[src/rtl/control_unit.sv]
// control_unit: hard-wired Mini SRC control sequencer.
// Decodes IR_Data and drives the datapath control strobes, one T-step per clock,
// through fetch (T0-T2) and execute (T3-T7).
// Optional mul/div sequencing is enabled by defining CU_MULDIV_EN; without it
// opcodes 15/16 behave as nop.
module control_unit #(
   parameter int         FETCH_STEPS = 3,
   parameter logic [4:0] ADD_CODE    = 5'b00011
) (
   input  logic        clk,
   input  logic        clr,
   input  logic [31:0] IR_Data,
   input  logic        CON_out,
   input  logic        Stop,
   output logic        PC_in, IR_in, Y_in, Z_in, HI_in, LO_in, MAR_in, MDR_in,
   output logic        OutPort_in, IncPC, CON_in,
   output logic        PC_out, Zhigh_out, Zlow_out, HI_out, LO_out, MDR_out,
   output logic        InPort_out, C_out,
   output logic        Read, Write,
   output logic        Gra, Grb, Grc, Rin, Rout, BAout,
   output logic [4:0]  alu_instruction_bits,
   output logic [15:0] RX_in_man,
   output logic        Run
);

`ifdef CU_MULDIV_EN
   localparam bit MULDIV_EN = 1'b1;
`else
   localparam bit MULDIV_EN = 1'b0;
`endif

   typedef enum logic [3:0] {RESET, T0, T1, T2, T3, T4, T5, T6, T7, HALT} state_t;

   localparam logic [4:0] OP_LD = 5'd0, OP_LDI = 5'd1, OP_ST = 5'd2;
   localparam logic [4:0] OP_ADDI = 5'd12, OP_ANDI = 5'd13, OP_ORI = 5'd14;
   localparam logic [4:0] OP_DIV = 5'd15, OP_MUL = 5'd16, OP_NEG = 5'd17, OP_NOT = 5'd18;
   localparam logic [4:0] OP_BR = 5'd19, OP_JR = 5'd20, OP_JAL = 5'd21, OP_IN = 5'd22;
   localparam logic [4:0] OP_OUT = 5'd23, OP_MFHI = 5'd24, OP_MFLO = 5'd25, OP_HALT = 5'd27;

   localparam logic [26:0] M_PC_IN      = 27'd1 << 0;
   localparam logic [26:0] M_IR_IN      = 27'd1 << 1;
   localparam logic [26:0] M_Y_IN       = 27'd1 << 2;
   localparam logic [26:0] M_Z_IN       = 27'd1 << 3;
   localparam logic [26:0] M_HI_IN      = 27'd1 << 4;
   localparam logic [26:0] M_LO_IN      = 27'd1 << 5;
   localparam logic [26:0] M_MAR_IN     = 27'd1 << 6;
   localparam logic [26:0] M_MDR_IN     = 27'd1 << 7;
   localparam logic [26:0] M_OUTPORT_IN = 27'd1 << 8;
   localparam logic [26:0] M_INCPC      = 27'd1 << 9;
   localparam logic [26:0] M_CON_IN     = 27'd1 << 10;
   localparam logic [26:0] M_PC_OUT     = 27'd1 << 11;
   localparam logic [26:0] M_ZHIGH_OUT  = 27'd1 << 12;
   localparam logic [26:0] M_ZLOW_OUT   = 27'd1 << 13;
   localparam logic [26:0] M_HI_OUT     = 27'd1 << 14;
   localparam logic [26:0] M_LO_OUT     = 27'd1 << 15;
   localparam logic [26:0] M_MDR_OUT    = 27'd1 << 16;
   localparam logic [26:0] M_INPORT_OUT = 27'd1 << 17;
   localparam logic [26:0] M_C_OUT      = 27'd1 << 18;
   localparam logic [26:0] M_READ       = 27'd1 << 19;
   localparam logic [26:0] M_WRITE      = 27'd1 << 20;
   localparam logic [26:0] M_GRA        = 27'd1 << 21;
   localparam logic [26:0] M_GRB        = 27'd1 << 22;
   localparam logic [26:0] M_GRC        = 27'd1 << 23;
   localparam logic [26:0] M_RIN        = 27'd1 << 24;
   localparam logic [26:0] M_ROUT       = 27'd1 << 25;
   localparam logic [26:0] M_BAOUT      = 27'd1 << 26;

   state_t       state_q, state_d;
   logic [4:0]   op_q, op_d;
   logic [26:0]  strb_q, strb_d;
   logic [4:0]   alu_q, alu_d;
   logic [15:0]  rx_q, rx_d;
   logic         run_q, run_d;
   logic         unused_ir;

   assign unused_ir = ^IR_Data[26:0];

   // Final execute step of each instruction class; the step after it is T0
   function automatic state_t last_step(input logic [4:0] op);
      if (op == OP_LD || op == OP_ST)                   return T7;
      else if (op == OP_BR)                             return T6;
      else if (op == OP_LDI || (op >= 5'd3 && op <= OP_ORI)) return T5;
      else if (MULDIV_EN && (op == OP_DIV || op == OP_MUL))  return T6;
      else if (op == OP_NEG || op == OP_NOT || op == OP_JAL) return T4;
      else                                              return T3;
   endfunction

   // Next-state selection and Moore decode of the strobes for the state being entered
   always_comb begin
      state_d = state_q;
      op_d    = op_q;
      strb_d  = '0;
      alu_d   = '0;
      rx_d    = '0;
      case (state_q)
         RESET:  state_d = T0;
         T0:     state_d = T1;
         T1:     state_d = T2;
         T2: begin
            state_d = T3;
            op_d    = IR_Data[31:27];
         end
         T3, T4, T5, T6, T7: begin
            if (state_q == last_step(op_q))
               state_d = (op_q == OP_HALT) ? HALT : T0;
            else
               state_d = state_t'(state_q + 4'd1);
         end
         default: state_d = HALT;
      endcase
      if (state_d == T0 && Stop)
         state_d = HALT;
      run_d = (state_d != HALT);

      case (state_d)
         T0: strb_d = M_PC_OUT | M_MAR_IN | M_INCPC | M_Z_IN;
         T1: strb_d = M_ZLOW_OUT | M_PC_IN | M_READ | M_MDR_IN;
         T2: strb_d = M_MDR_OUT | M_IR_IN;
         T3, T4, T5, T6, T7: begin
            if (op_d == OP_LD || op_d == OP_LDI || op_d == OP_ST) begin
               case (state_d)
                  T3: strb_d = M_GRB | M_BAOUT | M_Y_IN;
                  T4: begin
                     strb_d = M_C_OUT | M_Z_IN;
                     alu_d  = ADD_CODE;
                  end
                  T5: strb_d = (op_d == OP_LDI) ? (M_ZLOW_OUT | M_GRA | M_RIN)
                                                : (M_ZLOW_OUT | M_MAR_IN);
                  T6: strb_d = (op_d == OP_LD) ? (M_READ | M_MDR_IN)
                                               : (M_GRA | M_ROUT | M_MDR_IN);
                  T7: strb_d = (op_d == OP_LD) ? (M_MDR_OUT | M_GRA | M_RIN) : M_WRITE;
                  default: strb_d = '0;
               endcase
            end else if (op_d >= 5'd3 && op_d <= OP_ORI) begin
               case (state_d)
                  T3: strb_d = M_GRB | M_ROUT | M_Y_IN;
                  T4: begin
                     if (op_d >= OP_ADDI) begin
                        strb_d = M_C_OUT | M_Z_IN;
                        alu_d  = (op_d == OP_ADDI) ? 5'b00011 :
                                 (op_d == OP_ANDI) ? 5'b00101 : 5'b00110;
                     end else begin
                        strb_d = M_GRC | M_ROUT | M_Z_IN;
                        alu_d  = op_d;
                     end
                  end
                  T5: strb_d = M_ZLOW_OUT | M_GRA | M_RIN;
                  default: strb_d = '0;
               endcase
            end else if (MULDIV_EN && (op_d == OP_DIV || op_d == OP_MUL)) begin
               case (state_d)
                  T3: strb_d = M_GRA | M_ROUT | M_Y_IN;
                  T4: begin
                     strb_d = M_GRB | M_ROUT | M_Z_IN;
                     alu_d  = op_d;
                  end
                  T5: strb_d = M_ZLOW_OUT | M_LO_IN;
                  T6: strb_d = M_ZHIGH_OUT | M_HI_IN;
                  default: strb_d = '0;
               endcase
            end else if (op_d == OP_BR) begin
               case (state_d)
                  T3: strb_d = M_GRA | M_ROUT | M_CON_IN;
                  T4: strb_d = M_PC_OUT | M_Y_IN;
                  T5: begin
                     strb_d = M_C_OUT | M_Z_IN;
                     alu_d  = ADD_CODE;
                  end
                  T6: strb_d = CON_out ? (M_ZLOW_OUT | M_PC_IN) : '0;
                  default: strb_d = '0;
               endcase
            end else if (op_d == OP_NEG || op_d == OP_NOT) begin
               if (state_d == T3) begin
                  strb_d = M_GRB | M_ROUT | M_Z_IN;
                  alu_d  = op_d;
               end else if (state_d == T4) begin
                  strb_d = M_ZLOW_OUT | M_GRA | M_RIN;
               end
            end else if (op_d == OP_JAL) begin
               if (state_d == T3) begin
                  strb_d = M_PC_OUT;
                  rx_d   = 16'h8000;
               end else if (state_d == T4) begin
                  strb_d = M_GRA | M_ROUT | M_PC_IN;
               end
            end else if (state_d == T3) begin
               case (op_d)
                  OP_JR:   strb_d = M_GRA | M_ROUT | M_PC_IN;
                  OP_IN:   strb_d = M_INPORT_OUT | M_GRA | M_RIN;
                  OP_OUT:  strb_d = M_GRA | M_ROUT | M_OUTPORT_IN;
                  OP_MFHI: strb_d = M_HI_OUT | M_GRA | M_RIN;
                  OP_MFLO: strb_d = M_LO_OUT | M_GRA | M_RIN;
                  default: strb_d = '0;
               endcase
            end
         end
         default: strb_d = '0;
      endcase
   end

   // State, latched opcode and registered outputs; clr forces everything to zero at once
   always_ff @(posedge clk or negedge clr) begin
      if (!clr) begin
         state_q <= RESET;
         op_q    <= '0;
         strb_q  <= '0;
         alu_q   <= '0;
         rx_q    <= '0;
         run_q   <= 1'b0;
      end else begin
         if (state_q == T2)
            assert (int'(T3) - int'(T0) == FETCH_STEPS);
         state_q <= state_d;
         op_q    <= op_d;
         strb_q  <= strb_d;
         alu_q   <= alu_d;
         rx_q    <= rx_d;
         run_q   <= run_d;
      end
   end

   assign {BAout, Rout, Rin, Grc, Grb, Gra, Write, Read, C_out, InPort_out, MDR_out,
           LO_out, HI_out, Zlow_out, Zhigh_out, PC_out, CON_in, IncPC, OutPort_in,
           MDR_in, MAR_in, LO_in, HI_in, Z_in, Y_in, IR_in, PC_in} = strb_q;
   assign alu_instruction_bits = alu_q;
   assign RX_in_man            = rx_q;
   assign Run                  = run_q;

endmodule

[config.mk]
export PLATFORM = sky130hd
export DESIGN_NAME = control_unit
export DESIGN_NICKNAME = d
export VERILOG_FILES = /design/src/rtl/control_unit.sv
export SDC_FILE = /design/constraint.sdc
export NUM_CORES = 1
export LEC_CHECK = 0
export ABC_AREA = 0
export BUFFER_PORTS_ARGS = -buffer_cell sky130_fd_sc_hd__buf_2
export CORE_MARGIN = 1
export CORE_UTILIZATION = 50
export DETAILED_ROUTE_END_ITERATION = 6
export GPL_TIMING_DRIVEN = 0
export HOLD_SLACK_MARGIN = 0.06
export PLACE_DENSITY = 0.88
export SLEW_MARGIN = 25
export SYNTH_ARGS = -nofsm -noshare
export SYNTH_HDL_FRONTEND = slang
export SYNTH_SLANG_ARGS = --single-unit
[constraint.sdc]
create_clock -name clk -period 3.3 [get_ports clk]
set_input_delay 0.33 -clock clk [delete_from_list [all_inputs] [get_ports clk]]
set_output_delay 0.33 -clock clk [all_outputs]
set_load 0.01 [all_outputs]
==> impl_metrics.yaml <==
floorplan:
  die_height_um: 72.0
  i_o_pins: 85
  fp.dieArea_um2: 5180
  coreArea_um2: 4720
  die_width_um: 72.0
  rows: 25
  starting_density_of_the_core_pct: 51.9
sta:
  hold_violations: 0
  final.period_utilization_pct: 93.8
  fin_worst_hold_slack_ps: 128
  fin_setup_tns_ps: 0
  grt_setup_unrepaired: "false"
  report.final.setup_viol: 0
  skew_ps: 9.38
  relSlewSlack_pct: 38.3
  worst_pin_slew_ps: 919
  fmax_mhz: 323
  slew_viol_final: 0
  final.min_clock_period_ps: 3100
critical_path:
  crit_fanout: 7
  worst_setup_path_end_kind: "register"
  worst-endpoint-required_ps: 3450
  critPathLaunchType: "register"
  worst_setup_path_class: "register to register"
  cp.arrival_ps: 3250
  ff2ff_path_depth: 10
global_routing:
  grtUsageTotal_pct: 24.0
  gr-total-overflow: 0
  grt_pass1_vias: 1894
  grt_max_degree: 41
  number_of_antenna_violations_at_the_first_check_in_global_routing: 0
  first_pass_grt_wire_length_um: 9510
finish:
  num-fill-cells: 417
  fraction_of_layout_cells_with_a_size_suffix_above_1_pct: 29.3
  antenna_cells_inserted: 0
  finalNetCount: 370
  final_design_area_no_fill_um2: 2910
  flow.area_growth_from_synthesis_pct: 18.9
  post-route-util_pct: 61.7
route:
  met1_routed_length_um: 2630
  drc_errors: 0
  met3RoutedLength_um: 570
  route.detailed.wl_per_inst_um: 15.0
  detailedRoute.firstIterationViolations: 196
  totalWireLength_um: 5980
  detailroute.via_count: 2200
  first_pass_iters: 5
  route.top_layer_used: "met4"
  vias_per_cell: 5.53
  route.antenna.remaining_nets: 0
  wl_met2_um: 2670
yosys:
  yosys_most_used_dff: "sky130_fd_sc_hd__dfrtp_1"
  synth_unique_cells: 60
  synth.yosys.seq_area_share_pct: 40.9
  netlist.area_leader.share_pct: 40.9
  synth.cell_area_um2: 2450
  ys_async_sr_fraction_pct: 100
  synthDominantAreaCellType: "sky130_fd_sc_hd__dfrtp_1"
  number_of_synthesized_flops_with_an_enable_pin: 0
  yosys.cell_count.top_type: "sky130_fd_sc_hd__dfrtp_1"
  synthesized_area_per_cell_um2: 9.18
  yosys_register_bits: 40
  synth_area_leaders: "sky130_fd_sc_hd__dfrtp_1, sky130_fd_sc_hd__buf_4, sky130_fd_sc_hd__nand2_1"
  postSynthCellCount: 267
  synth_commonest_cells: "sky130_fd_sc_hd__dfrtp_1, sky130_fd_sc_hd__nand2_1, sky130_fd_sc_hd__nor2_1, sky130_fd_sc_hd__buf_4, sky130_fd_sc_hd__a21oi_1"
  synth_warnings: 0
cts:
  tritoncts: "built"
  tritoncts.num_buffers: 5
  max-clock-path-buffers: 2
  clkSinkCount: 40
  clkLatencyLatePin_ps: 300
  cts_setup_buffers: 0
  cts.htree.levels: 2
  cts.reportedPaths.clkPinSlew_ps: 90
  cell_at_the_root_of_the_clock_tree: "sky130_fd_sc_hd__clkbuf_8"
power:
  cellPowerDensity_nw_per_um2: 827
  power_leakage_nw: 1.40
  power.ir.vdd_worst_mv: 0.317
  finalPower_w: 0.00241
place:
  place.gp.congestion: 0.946
  placement.io_buffers: 39
  placed_area_um2: 2790
  place_hpwl_um: 4360
run:
  cap_violations: 0
worst_hold_path:
  worst_hold_path_type: "primary input to asynchronous set/reset pin"
run_status:
  outcome: "completed"
==> repair_timing <==
action                                 in CTS  in global routing
resized for setup                           0                  1
setup endpoints to repair                   0                  6
hold buffers                                0                  0
endpoints found under the hold margin       0                  0
==> layer usage <==
| metal | track usage (%) | vias to the layer above |
|---|---|---|
| met2 | 37.3 | 147 |
| met5 | 0 | - |
| li1 | - | 1042 |
| met3 | 5.14 | 13 |
| met1 | 33.8 | 998 |
| met4 | 7.41 | 0 |
==> worst paths after layout <==
check                            from         end  slack, ps
max                        state_q[0]  strb_q[21]        200
min                               clr  strb_q[22]        130
max reg2reg                state_q[0]  strb_q[21]        200
min reg2reg                state_q[2]  state_q[0]        880
max in group asynchronous         clr  state_q[3]       2640
min in group clk              CON_out  strb_q[13]        370
==> metrics by stage <==
| stage | worst slack [ps] | instances |
|---|---|---|
| floorplan | 734 | 284 |
| global placement | 257 | 390 |
| detailed placement | 213 | 390 |
| CTS | 145 | 398 |
| global route | 38.7 | 398 |
| finish | 204 | 398 |
==> where the power goes <==
| group | leakage (nW) | switching [W] | internal (W) |
|---|---|---|---|
| logic | 0.810 | 0.000873 | 0.000444 |
| clock network | 0.0548 | 0.000190 | 0.000228 |
| registers | 0.537 | 0.0000865 | 0.000587 |
==> cell usage in the layout, fill, tap and decap left out, drive strengths merged, types with 2 or more instances in the layout <==
cell and n:
buf 62, dfrtp 40, nor2 31, nand2 30
conb 18, o21ai 18, a21oi 16, nor3 13
nand2b 11, inv 11, clkbuf 8, o31ai 6
a31oi 6, mux2i 6, o221ai 4, ha 4
nor4 4, nand3 3, or3 3, and2 3
o31a 2, nor2b 2, o22ai 2, o211ai 2
nand3b 2
==> cells by family after synthesis <==
family                     synth area share (%)
AOI/OAI and AO/OA                          19.8
xor gates and xnor gates                  0.358
adders and majority gates                  2.04
buffers and inverters                      8.84
DFF                                        40.9
muxes                                      3.52
other                                     0.153
and+or+nand+nor                            24.4
==> state kept, by name (all words and copies together), names as in the netlist <==
signal / flops
RX_in_man: 1
Run: 1
alu_instruction_bits: 5
op_q: 5
state_q: 4
strb_q: 24
==> cell type report <==
type	instances	area [um^2]	area share, %
plain buffers	26	179	6.14
multi-input cells	208	1300	44.7
repair buffers	39	195	6.70
clock buffers	5	68.8	2.36
inverters	10	37.5	1.29
clock inverters	3	46.3	1.59
well taps	67	83.8	2.88
flip-flops and latches	40	1000	34.4
==> worst max-delay path, cell delays in order, from the launching register on <==
cell and delay [ps]:
sky130_fd_sc_hd__dfrtp_1 440, sky130_fd_sc_hd__ha_1 300, sky130_fd_sc_hd__and2_1 170, sky130_fd_sc_hd__buf_4 160, sky130_fd_sc_hd__mux2i_1 540, sky130_fd_sc_hd__inv_1 260
sky130_fd_sc_hd__nor2_2 240, sky130_fd_sc_hd__nand2_1 90, sky130_fd_sc_hd__o311a_1 350, sky130_fd_sc_hd__o32ai_1 230, sky130_fd_sc_hd__a22oi_1 150
Power figures use the tool's default switching activity.
